<file path="config.mk">
export PLATFORM = sky130hd
export DESIGN_NAME = bcd_display_controller
export DESIGN_NICKNAME = d
export VERILOG_FILES = /design/src/rtl/bcd_display_pkg.sv /design/src/rtl/seg7_decoder.sv /design/src/rtl/bcd_display_controller.sv
export SDC_FILE = /design/constraint.sdc
export NUM_CORES = 1
export LEC_CHECK = 0
export ABC_AREA = 0
export CAP_MARGIN = 20
export CORE_ASPECT_RATIO = 2
export CORE_UTILIZATION = 48
export CTS_CLUSTER_DIAMETER = 60
export CTS_CLUSTER_SIZE = 30
export DETAILED_ROUTE_END_ITERATION = 6
export PLACE_DENSITY = 0.74
export SYNTH_ARGS = -nofsm -noshare
export SYNTH_HDL_FRONTEND = slang
export SYNTH_HIERARCHICAL = 1
export SYNTH_SLANG_ARGS = --single-unit
export TNS_END_PERCENT = 50
</file>
<file path="constraint.sdc">
create_clock -name i_clk -period 2.35 [get_ports i_clk]
set_clock_uncertainty 0.05 [all_clocks]
set_input_delay 0.705 -clock i_clk [delete_from_list [all_inputs] [get_ports i_clk]]
set_output_delay 0.705 -clock i_clk [all_outputs]
set_load 0.05 [all_outputs]
</file>
<file path="src/rtl/bcd_display_pkg.sv">
// rtl/bcd_display_pkg.sv - shared types, widths, segment patterns and the double-dabble step
package bcd_display_pkg;

  typedef enum logic [1:0] {
    ST_IDLE  = 2'd0,
    ST_SHIFT = 2'd1,
    ST_LATCH = 2'd2
  } state_t;

  localparam int NUM_DIGITS = 4;
  localparam int BIN_W      = 10;
  localparam int SCRATCH_W  = 26;

  // Active-low patterns, bit order {g,f,e,d,c,b,a}
  localparam logic [6:0] SEG_BLANK = 7'h7F;
  localparam logic [6:0] SEG_0     = 7'b1000000;
  localparam logic [6:0] SEG_1     = 7'b1111001;
  localparam logic [6:0] SEG_2     = 7'b0100100;
  localparam logic [6:0] SEG_3     = 7'b0110000;
  localparam logic [6:0] SEG_4     = 7'b0011001;
  localparam logic [6:0] SEG_5     = 7'b0010010;
  localparam logic [6:0] SEG_6     = 7'b0000010;
  localparam logic [6:0] SEG_7     = 7'b1111000;
  localparam logic [6:0] SEG_8     = 7'b0000000;
  localparam logic [6:0] SEG_9     = 7'b0010000;

  // One shift-add-3 iteration: correct every BCD nibble that would overflow
  // past 9 after doubling, then shift the whole scratch register left.
  function automatic logic [SCRATCH_W-1:0] dabble_step(input logic [SCRATCH_W-1:0] s);
    logic [SCRATCH_W-1:0] t;
    t = s;
    for (int i = 0; i < NUM_DIGITS; i++) begin
      if (t[BIN_W + 4*i +: 4] >= 4'd5) begin
        t[BIN_W + 4*i +: 4] = t[BIN_W + 4*i +: 4] + 4'd3;
      end
    end
    return {t[SCRATCH_W-2:0], 1'b0};
  endfunction

endpackage

</file>
<file path="src/rtl/seg7_decoder.sv">
// rtl/seg7_decoder.sv - BCD digit to active-low 7-segment pattern with blank override
module seg7_decoder
  import bcd_display_pkg::*;
(
  input  logic [3:0] i_digit,
  input  logic       i_blank,
  output logic [6:0] o_seg
);

  // Blank flag wins; codes 10..15 light nothing
  always_comb begin
    o_seg = SEG_BLANK;
    if (!i_blank) begin
      case (i_digit)
        4'd0:    o_seg = SEG_0;
        4'd1:    o_seg = SEG_1;
        4'd2:    o_seg = SEG_2;
        4'd3:    o_seg = SEG_3;
        4'd4:    o_seg = SEG_4;
        4'd5:    o_seg = SEG_5;
        4'd6:    o_seg = SEG_6;
        4'd7:    o_seg = SEG_7;
        4'd8:    o_seg = SEG_8;
        4'd9:    o_seg = SEG_9;
        default: o_seg = SEG_BLANK;
      endcase
    end
  end

endmodule

</file>
<file path="src/rtl/bcd_display_controller.sv">
// rtl/bcd_display_controller.sv - periodic binary-to-BCD conversion and multiplexed 7-segment scan
module bcd_display_controller
  import bcd_display_pkg::*;
#(
  parameter int SAMPLE_DIV = 5_000_000,
  parameter int SCAN_DIV   = 50_000
) (
  input  logic             i_clk,
  input  logic             i_rst,
  input  logic [BIN_W-1:0] i_value,
  input  logic             i_start,
  output logic             o_busy,
  output logic             o_done,
  output logic [3:0]       o_ones,
  output logic [3:0]       o_tens,
  output logic [3:0]       o_hundreds,
  output logic [3:0]       o_thousands,
  output logic [3:0]       o_an,
  output logic [6:0]       o_seg
);

  localparam int SAMPLE_W = (SAMPLE_DIV > 1) ? $clog2(SAMPLE_DIV) : 1;
  localparam int SCAN_W   = (SCAN_DIV > 1) ? $clog2(SCAN_DIV) : 1;

  logic [SAMPLE_W-1:0]  r_sample_cnt;
  logic                 w_tick;
  logic                 w_trigger;

  state_t               r_state;
  logic [SCRATCH_W-1:0] r_scratch;
  logic [3:0]           r_bit_cnt;
  logic                 r_pending;
  logic                 r_busy;
  logic                 r_done;
  logic [3:0]           r_ones;
  logic [3:0]           r_tens;
  logic [3:0]           r_hundreds;
  logic [3:0]           r_thousands;

  logic [SCAN_W-1:0]    r_scan_cnt;
  logic [1:0]           r_digit_idx;
  logic [3:0]           r_an;
  logic [6:0]           r_seg;
  logic [1:0]           w_next_idx;
  logic [3:0]           w_next_digit;
  logic                 w_next_blank;
  logic [6:0]           w_next_seg;

  assign w_tick    = (r_sample_cnt == SAMPLE_W'(SAMPLE_DIV - 1));
  assign w_trigger = w_tick | i_start;

  // Free-running sample timer; its wrap cycle is the automatic trigger
  always_ff @(posedge i_clk) begin
    if (i_rst) begin
      r_sample_cnt <= '0;
    end else if (w_tick) begin
      r_sample_cnt <= '0;
    end else begin
      r_sample_cnt <= r_sample_cnt + SAMPLE_W'(1);
    end
  end

  // Conversion FSM: capture, ten shift-add-3 steps, then latch digits.
  // Triggers arriving while busy collapse into a single pending request.
  // busy lags the state by one edge so it stays high through the done pulse.
  always_ff @(posedge i_clk) begin
    if (i_rst) begin
      r_state     <= ST_IDLE;
      r_scratch   <= '0;
      r_bit_cnt   <= '0;
      r_pending   <= 1'b0;
      r_busy      <= 1'b0;
      r_done      <= 1'b0;
      r_ones      <= '0;
      r_tens      <= '0;
      r_hundreds  <= '0;
      r_thousands <= '0;
    end else begin
      r_done <= 1'b0;
      r_busy <= (r_state != ST_IDLE);
      case (r_state)
        ST_IDLE: begin
          if (w_trigger || r_pending) begin
            r_scratch <= {{(SCRATCH_W-BIN_W){1'b0}}, i_value};
            r_bit_cnt <= '0;
            r_pending <= 1'b0;
            r_state   <= ST_SHIFT;
          end
        end
        ST_SHIFT: begin
          r_scratch <= dabble_step(r_scratch);
          r_bit_cnt <= r_bit_cnt + 4'd1;
          if (r_bit_cnt == 4'(BIN_W - 1)) begin
            r_state <= ST_LATCH;
          end
          if (w_trigger) begin
            r_pending <= 1'b1;
          end
        end
        ST_LATCH: begin
          {r_thousands, r_hundreds, r_tens, r_ones} <= r_scratch[SCRATCH_W-1:BIN_W];
          r_done  <= 1'b1;
          r_state <= ST_IDLE;
          if (w_trigger) begin
            r_pending <= 1'b1;
          end
        end
        default: r_state <= ST_IDLE;
      endcase
    end
  end

  // Select the digit that becomes active at the next scan wrap and decide
  // whether it is a leading zero
  always_comb begin
    w_next_idx   = r_digit_idx + 2'd1;
    w_next_digit = r_ones;
    w_next_blank = 1'b0;
    case (w_next_idx)
      2'd0: begin
        w_next_digit = r_ones;
        w_next_blank = 1'b0;
      end
      2'd1: begin
        w_next_digit = r_tens;
        w_next_blank = (r_thousands == 4'd0) && (r_hundreds == 4'd0) && (r_tens == 4'd0);
      end
      2'd2: begin
        w_next_digit = r_hundreds;
        w_next_blank = (r_thousands == 4'd0) && (r_hundreds == 4'd0);
      end
      default: begin
        w_next_digit = r_thousands;
        w_next_blank = (r_thousands == 4'd0);
      end
    endcase
  end

  seg7_decoder u_decoder (
    .i_digit (w_next_digit),
    .i_blank (w_next_blank),
    .o_seg   (w_next_seg)
  );

  // Scan: anode and segment registers update together on each scan wrap
  always_ff @(posedge i_clk) begin
    if (i_rst) begin
      r_scan_cnt  <= '0;
      r_digit_idx <= 2'd0;
      r_an        <= 4'b1110;
      r_seg       <= SEG_0;
    end else if (r_scan_cnt == SCAN_W'(SCAN_DIV - 1)) begin
      r_scan_cnt  <= '0;
      r_digit_idx <= w_next_idx;
      r_an        <= ~(4'b0001 << w_next_idx);
      r_seg       <= w_next_seg;
    end else begin
      r_scan_cnt  <= r_scan_cnt + SCAN_W'(1);
    end
  end

  assign o_busy      = r_busy;
  assign o_done      = r_done;
  assign o_ones      = r_ones;
  assign o_tens      = r_tens;
  assign o_hundreds  = r_hundreds;
  assign o_thousands = r_thousands;
  assign o_an        = r_an;
  assign o_seg       = r_seg;

endmodule
</file>
Word level (Yosys, flattened, before mapping)
Memories as Yosys holds them, arrays and structs flattened.
Cells that the tools add are included.
- ROM bits: 112
- bits of input ports: 13
- bits in registers: 103
- memories kept: 1
- output and inout bits: 29
- logic and storage cells: 76
- memory list (memory ; depth ; bits a word ; rd ports ; clocked after Yosys merged registers in ; wr ports ; RTL line ; RTL):
    (no name shown) ; 16 ; 7 ; 1 ; 0 ; 0 ; seg7_decoder.sv:14 ; case (i_digit)
- muxes and demuxes: 18
- bitwise operators: 2
- reductions and logical operators: 17
- equality and inequality tests: 10
- shifts and indexed selects: 1
- order comparisons: 4
- add/sub/neg operators: 8
- operators by type and width (cell ; number):
    $pmux W26 S2 ; 1
    $mux W26 ; 1
    $add A23 B1 Y23 const B ; 1
    $eq A23 B23 Y1 const B ; 1
    $add A16 B1 Y16 const B ; 1
    $eq A16 B16 Y1 const B ; 1
    $ge A4 B3 Y1 const B ; 4
    $mux W4 ; 4
    $add A4 B2 Y4 const B ; 3
    $logic_not A4 Y1 ; 3
    $pmux W4 S3 ; 1
    $pmux W4 S2 ; 1
    $mux W7 ; 1
    $reduce_bool A2 Y1 ; 3
    $reduce_or A2 Y1 ; 3
    $add A4 B1 Y4 const B ; 1
    $eq A2 B1 Y1 const B ; 2
    $eq A2 B2 Y1 const B ; 2
    $eq A4 B4 Y1 const B ; 1
    $logic_not A2 Y1 ; 2
    $mux W2 ; 2
    $ne A2 B2 Y1 const B ; 2
    $not A4 Y4 ; 1
    $pmux W2 S2 ; 1
    other kinds (13) ; 17

Longest topological paths before layout
Gate-level depths: netlist of run 1.
- word-level depth: 5
- gate-level depth with buffers: 11
- depth with buffers taken out: 11

Modules after synthesis
The synthesis of run 1 kept the hierarchy.
- by module, submodules not included (module ; cells each ; area an instance (um2) ; seq. area each (um2) ; times used):
    bcd_display_controller ; 530 ; 4742.0 ; 2062.0 ; 1
    seg7_decoder ; 35 ; 252.7 ; 0.0 ; 1

Worst setup path after synthesis of run 1
No wires, ideal clock.
- path kind: reg2reg
- from: register r_digit_idx[0]
- to: register r_seg[3] (netlist: o_seg[3])
- period minus slack after synthesis: 2.198 ns
- cell stages (with the launch flop): 12
- path buffers: 1
- data required time: 2.230 ns
- setup slack: 0.152 ns
- setup time: 0.070 ns
- data arrival time: 2.078 ns
- cells stage by stage: dfxtp_1 inv_1 ha_1 clkbuf_1 mux2i_1 inv_1 ha_1 nand2_1 o21ai_0 o21ai_1 nand2_1 a21oi_1
- word-level cells in the longest chain between the ends: 5
- elaborated cells on any way between the ends: 8
- those cells by class: add/sub (1); eq/ne (2); mux (3); reduce/logical (1); memory (1)
- ends and longest elaborated chain (what ; RTL line ; RTL):
    start, declared ; bcd_display_controller.sv:41 ; logic [1:0] r_digit_idx;
    start signal, assigned ; bcd_display_controller.sv:154 ; r_digit_idx <= w_next_idx;
    $add A2 B1 Y2 (*) ; bcd_display_controller.sv:116 ; w_next_idx = r_digit_idx + 2'd1;
    via w_next_idx[0] ; bcd_display_controller.sv:44 ; logic [1:0] w_next_idx;
    $eq A2 B2 Y1, or another cell as far along ; bcd_display_controller.sv:119 ; case (w_next_idx)
    $pmux W4 S3 (*) ; bcd_display_controller.sv:119 ;
    via w_next_digit[1] ; bcd_display_controller.sv:45 ; logic [3:0] w_next_digit;
    $mem_v2 Z16 W7 (*) ; n/a ;
    $mux W7 (*) ; seg7_decoder.sv:13 ; if (!i_blank) begin
    via w_next_seg[3] ; bcd_display_controller.sv:47 ; logic [6:0] w_next_seg;
    end signal, assigned ; bcd_display_controller.sv:156 ; r_seg <= w_next_seg;
    end, declared ; bcd_display_controller.sv:43 ; logic [6:0] r_seg;
Mark *: on every way through the listed nets, which the timed path passes. The rest lies on a longest branch.
A chain may end at the register's enable or synchronous reset.

Worst setup path in the final report of run 1
- from: register r_tens[3] (netlist: o_tens[3])
- to: output o_tens[3]
- RTL lines (what ; RTL line ; RTL):
    start, declared ; bcd_display_controller.sv:36 ; logic [3:0] r_tens;
    start signal, assigned ; bcd_display_controller.sv:101 ; {r_thousands, r_hundreds, r_tens, r_ones} <= r_scratch[SCRATCH_W-1:BIN_W];
    end, declared ; bcd_display_controller.sv:15 ; output logic [3:0] o_tens,
No word-level cell between the ends.

==> summary.md, run 1 <==
| Metric | Value |
|---|---|
| Post-CTS Setup Bufs | `0` |
| Crit path time final | `2330 ps` |
| Rel. slew slack | `56.0%` |
| RR Endpoint | `r_bit_cnt[3]` |
| Logic pwr share | `18.7%` |
| Post-Syn Area | `4990 um^2` |
| Height of the die | `146 um` |
| Synth cell count leaders | `103 x dfxtp_1, 87 x nor2_1, 38 x nand2_1, 32 x inv_1, 31 x mux2i_1` |
| Critical Path RT | `1590 ps` |
| Top-area cell type share of the netlist area | `41.3%` |
| DIE AREA | `10800 um^2` |
| Max FO, Critical Path | `4` |
| Worst-path clk slew | `70 ps` |
| Crit path DAT | `1570 ps` |
| CTS tree | `yes` |
| Post-synth top flop | `dfxtp_1` |
| Hold WS | `404 ps` |
| Pint | `3.14 mW` |
| Count of final setup violators | `0` |
| Port buffer count | `41` |
| Total CTS buffers | `9` |
| Rows | `52` |
| DR pass1 iterations | `4` |
| RSZ-0062 raised after global routing | `false` |
| H-tree levels | `3` |
| Synth Instances | `565` |
| Clock sink count | `103` |
| Placed cell count | `734` |
| Clock Path Buffers | `2` |
| Via density | `5.38` |
| Hold Startpoint | `o_seg[4]` |
| Slowest cell on crit path | `clkdlybuf4s50_1` |
| Vias | `4035` |
| Asr flop ratio synth | `0%` |
| Crit end category | `output port` |
| Slew Viols, Final | `0` |
| Clk_lat worst skew | `350 ps` |
| Final core utilization | `59.1%` |
| Root buf cell | `clkbuf_16` |
| Synth-to-Final Area Change | `19.3%` |
| Run status | `complete, no violations` |
| Hold endpoint | `o_seg[4]` |
| F_max | `430 MHz` |
| Post-synth EDFFs | `0` |
| Setup WS pre-CTS | `46.3 ps` |
| Max incr delay on CP | `830 ps` |
| GP Congestion | `0.819` |
| Non-filler cells, final | `750` |
| Power density over the cells | `720 nW/um^2` |
| Layout Nets | `648` |
| Core area | `10100 um^2` |
| Largest net degree at the start of global routing | `41` |
| Setup WS post-layout | `23.2 ps` |
| Clock power frac | `36.9%` |
| Critical path startpoint category | `register` |
| FF+latch count, synth | `103` |
| Leakage power | `2.21 nW` |
| P_sw | `1.15 mW` |
| Buf/Inv on CP | `1` |
| Horiz. Die Dim | `74.1 um` |
| Crit path cell chain | `clkdlybuf4s50_1` |
| Most frequent cell after synthesis | `dfxtp_1` |
| Area contributors post-synth | `dfxtp_1 41%, nor2_1 6.5%, ha_1 6.3%, mux2i_1 6.2%, xnor2_1 4.7%` |
| Netlist cell types | `51` |
| Hold Path Class | `register to register` |
| Hold depth | `2` |
| Final wirelength | `10500 um` |
| Reg2Reg Setup Slack | `120 ps` |
| Critical Setup Path Class | `register to output port` |
| Top Ports | `42` |
| N_diodes | `0` |
| DRC violation total after the first TritonRoute iteration | `157` |
| Post-synthesis sequential area ratio | `41.3%` |
| Worst R2R Start | `r_sample_cnt[12]` |
| R2R depth | `6` |
| Wire per inst | `14.0 um` |
| CP top delay family | `buffers and inverters` |
| Synthesis Warnings | `6` |
| Placed Area | `5600 um^2` |
| First-pass GRT wire length | `17800 um` |
| Synth area leader | `dfxtp_1` |
| All-Layer GR Usage | `21.2%` |
| Congestion Overflow GR | `0` |
| Ratio of cells with drive above 1 in the final layout | `9.27%` |
| Syn avg cell area | `8.84 um^2` |
| Reg power frac | `44.4%` |
| Post-DRT Antenna Nets | `0` |
| Actual slew at the worst max-slew pin | `647 ps` |
| Sw frac | `26.7%` |
| Post-Layout Inst Area | `5960 um^2` |
| Syn_nets | `603` |
| # hold bufs at CTS | `0` |
| Tcrit/Tclk final | `99.0%` |
| Initial Util | `49.5%` |
| Setup TNS | `0 ps` |
| Max-Cap Viols | `0` |
| Dpl hpwl | `7700 um` |
| Initial antenna violation count | `0` |
| Hold Vio Cnt, Final | `0` |
| Vias in the first global route | `4024` |
| Overall power | `4.29 mW` |
| # DRC | `0` |
| VDD IR max | `670 uV` |
[power groups by stage]
stage | combinational [mW] | sequential [mW] | clock, mW
4_1_cts | 0.809 | 1.91 | 1.62
3_5_place_dp | 0.798 | 1.94 | 0
5_1_grt | 0.882 | 1.92 | 1.68
6_report | 0.802 | 1.91 | 1.58
3_3_place_gp | 0.776 | 1.94 | 0
2_1_floorplan | 0.606 | 1.96 | 0
[sequential cells by signal, summed over array words and instances, names as in the netlist]
name	cells
r_scratch	26
r_sample_cnt	23
r_scan_cnt	16
o_seg	7
o_an	4
o_hundreds	4
o_ones	4
o_tens	4
o_thousands	4
r_bit_cnt	4
r_digit_idx	2
r_state	2
o_busy	1
o_done	1
r_pending	1
[cell type report]
| type | instances | area [um^2] |
|---|---|---|
| Multi-Input combinational cell | 401 | 2680 |
| Timing Repair Buffer | 62 | 593 |
| Clock inverter | 3 | 46.3 |
| Fill cell | 865 | 4130 |
| Sequential cell | 103 | 2060 |
| Clock buffer | 13 | 280 |
| Tap cell | 135 | 169 |
| Inverter | 33 | 124 |
[timing repair]
action,in CTS,in global routing
hold endpoints to repair,0,0
setup endpoints to repair,2,12
gates resized for setup,2,13
pin swaps,0,2
[how the worst max path moves through the flow]
stage | startpoint | endpoint | slack, ps | cells past startpoint
final | o_tens[3] | o_tens[3] | 20 | 1
after global routing | o_tens[3] | o_tens[3] | 4 | 1
after CTS | o_tens[0] | o_tens[0] | 10 | 1
after detailed placement | i_start | r_scratch[21] | 50 | 7
after global placement | i_start | r_scratch[17] | 120 | 7
after floorplan | r_digit_idx[0] | o_seg[3] | 150 | 11
[layout by cell type, fill, tap and decap left out, types with 3 or more instances in the layout]
cell               n
a222oi_1           4
dlymetal6s2s_1     5
nand2b_1          18
o32ai_1            5
nand3_1           21
buf_4             21
and3_1             5
inv_1             31
dfxtp_1          101
xnor2_1           27
nor3_1            12
a21o_1             4
nor4_1             4
a211oi_1          11
o21ai_0            9
nand4_1           12
o21ai_1            4
clkbuf_16          9
nand2_1           38
nor2_1            87
clkbuf_8           4
o2bb2ai_1          3
o21bai_1           3
o2111ai_1          3
ha_1              23
o31a_1             4
mux2i_1           30
clkdlybuf4s50_1   31
a211o_1            3
a21oi_1           25
xor2_1            16
[cells by family (layout without fill, tap and decap cells)]
group / count (synthesis) / in the layout / share of synthesized area [%]
muxes: 31 / 31 / 6.21
DFF: 103 / 103 / 41.3
buffers and inverters: 61 / 111 / 5.36
and+or+nand+nor: 215 / 215 / 20.9
xor gates and xnor gates: 43 / 43 / 7.54
AOI/OAI and AO/OA: 87 / 87 / 12.4
adders and majority gates: 25 / 25 / 6.26
[per-layer routing]
layer | up-vias | global-route usage, % | part of all wire, %
li1 | 2024 | - | -
met1 | 1929 | 21.7 | 40
met2 | 64 | 39.0 | 55
met3 | 18 | 3.45 | 2.5
met4 | 0 | 11.4 | 2.8
met5 | - | 0 | 0
Note: power is estimated with default switching activity, not from simulation.
==> run 2: changes to the inputs <==
Settings changed: SKIP_CTS_REPAIR_TIMING set to 1.
==> run 2 against run 1 <==
Compared with the run above:
- routed wire length about the same
- critical path depth unchanged
- flip-flop and latch count unchanged
- global-route usage unchanged
- register-to-register slack got worse by 50 ps
- count of clock-buffer cells in the layout unchanged
- critical endpoint unchanged
- largest power group unchanged
==> summary.md, run 2 (same netlist as run 1, synthesis figures left out) <==
| Metric | Value |
|---|---|
| Run status | `complete, no violations` |
| Placed Area | `5600 um^2 (unchanged)` |
| Vias | `4037 (+0.050%)` |
| Post-DRT Antenna Nets | `0 (unchanged)` |
| N_diodes | `0 (unchanged)` |
| Crit path DAT | `1570 ps (about the same)` |
| H-tree levels | `3 (unchanged)` |
| Clk_lat worst skew | `350 ps (about the same)` |
| Clock sink count | `103 (unchanged)` |
| Core area | `10100 um^2 (unchanged)` |
| Congestion Overflow GR | `0 (unchanged)` |
| Actual slew at the worst max-slew pin | `646 ps (-0.786 ps)` |
| Root buf cell | `clkbuf_16` |
| Setup WS post-layout | `23.4 ps (+0.206 ps)` |
| Hold endpoint | `o_seg[4]` |
| CTS tree | `yes` |
| Worst R2R Start | `r_sample_cnt[12]` |
| Rel. slew slack | `56.1% (about the same)` |
| Critical Path RT | `1590 ps (about the same)` |
| Count of final setup violators | `0 (unchanged)` |
| Max FFs per register | `26 (unchanged)` |
| RR Endpoint | `r_bit_cnt[3]` |
| Hold Startpoint | `o_seg[4]` |
| Layout Nets | `648 (unchanged)` |
| Wire per inst | `14.0 um (about the same)` |
| Rows | `52 (unchanged)` |
| # DRC | `0 (unchanged)` |
| CP top delay family | `buffers and inverters` |
| Biggest regs | `r_scratch (26), r_sample_cnt (23), r_scan_cnt (16)` |
| Max-Cap Viols | `0 (unchanged)` |
| Top Ports | `42 (unchanged)` |
| Critical path startpoint category | `register` |
| Ratio of cells with drive above 1 in the final layout | `9.27% (unchanged)` |
| Horiz. Die Dim | `74.1 um (unchanged)` |
| Overall power | `4.29 mW (about the same)` |
| Slew Viols, Final | `0 (unchanged)` |
| Height of the die | `146 um (unchanged)` |
| Port buffer count | `41 (unchanged)` |
| Via density | `5.38 (about the same)` |
| VDD IR max | `671 uV (about the same)` |
| Setup TNS | `0 ps (unchanged)` |
| Hold Path Class | `register to register` |
| Buf/Inv on CP | `1 (unchanged)` |
| Reg2Reg Setup Slack | `70 ps (-50 ps)` |
| Register bank with the most flops | `r_scratch` |
| Worst-path clk slew | `70 ps (about the same)` |
| Final wirelength | `10500 um (about the same)` |
| Initial Util | `49.5% (unchanged)` |
| Final core utilization | `59.2% (+0.074 points)` |
| Most common cell after layout, fill and taps aside | `dfxtp_1` |
| F_max | `430 MHz (about the same)` |
| Number of fill cells in the layout | `863 (-0.23%)` |
| DR pass1 iterations | `4 (unchanged)` |
| Total CTS buffers | `9 (unchanged)` |
| Tcrit/Tclk final | `99.0% (about the same)` |
| Clock Path Buffers | `2 (unchanged)` |
| Max incr delay on CP | `830 ps (about the same)` |
| Max FO, Critical Path | `4 (unchanged)` |
| Crit path cell chain | `clkdlybuf4s50_1` |
| Power density over the cells | `719 nW/um^2 (-0.15%)` |
| RSZ-0062 raised after global routing | `true` |
| Commonest cells after routing, fill and taps aside | `101 x dfxtp_1, 87 x nor2_1, 38 x nand2_1` |
| Post-Layout Inst Area | `5970 um^2 (+0.13%)` |
| Critical Setup Path Class | `register to output port` |
| R2R depth | `6 (unchanged)` |
| Crit end category | `output port` |
| All-Layer GR Usage | `21.2% (unchanged)` |
| DIE AREA | `10800 um^2 (unchanged)` |
| Initial antenna violation count | `0 (unchanged)` |
| Hold depth | `2 (unchanged)` |
| DRC violation total after the first TritonRoute iteration | `157 (unchanged)` |
| GP Congestion | `0.819 (unchanged)` |
| Vias in the first global route | `4024 (unchanged)` |
| Setup WS pre-CTS | `46.3 ps (unchanged)` |
| First-pass GRT wire length | `17800 um (unchanged)` |
| Synth-to-Final Area Change | `19.4%` |
| Slowest cell on crit path | `clkdlybuf4s50_1` |
| Dpl hpwl | `7700 um (unchanged)` |
| Crit path time final | `2330 ps (-0.206 ps)` |
| Hold Vio Cnt, Final | `0 (unchanged)` |
| Largest net degree at the start of global routing | `41 (unchanged)` |
| Leakage power | `2.24 nW (+1.2%)` |
run 2: cell types whose count changed in the layout (fill, tap and decap cells not counted):
| cell | previous run | this run |
|---|---|---|
| dlymetal6s2s_1 | 5 | 7 |
| a21boi_1 | 1 | 0 |
| dlygate4sd2_1 | 2 | 0 |
| a21boi_0 | 0 | 1 |
run 2: area by class of cell:
cell class	instances	area, um^2	area share (%)
clock inverters	3	46.3	0.776
repair buffers	62	601	10.1
multi-input cells	401	2680	44.9
flip-flops and latches	103	2060	34.6
well taps	135	169	2.83
clock buffers	13	280	4.70
inverters	33	124	2.08
run 2: layer usage:
metal / vias to the layer above / share of wire, % / global-route usage (%)
met4: 0 / 2.8 / 11.4
met5: - / 0 / 0
li1: 2025 / - / -
met1: 1928 / 40 / 21.7
met3: 18 / 2.6 / 3.45
met2: 66 / 55 / 39.0
run 2: stage by stage:
step / hold slack [ps] / std cells
2_1_floorplan: 380 / 565
3_3_place_gp: 392 / 734
3_5_place_dp: 394 / 734
4_1_cts: 405 / 750
5_1_grt: 421 / 750
6_report: 404 / 750
run 2: worst max path at each step:
stage / endpoint / startpoint / depth (start not counted)
6_report: o_tens[3] / o_tens[3] / 1
5_1_grt: r_bit_cnt[3] / r_sample_cnt[0] / 7
4_1_cts: o_thousands[3] / o_thousands[3] / 1
3_5_place_dp: r_scratch[21] / i_start / 7
3_3_place_gp: r_scratch[17] / i_start / 7
2_1_floorplan: o_seg[3] / r_digit_idx[0] / 11
run 2: power breakdown:
group / switching, mW / leakage (nW) / internal (mW)
clock network: 0.636 / 0.158 / 0.945
logic: 0.448 / 1.24 / 0.354
registers: 0.0613 / 0.835 / 1.84
total: 1.15 / 2.24 / 3.14
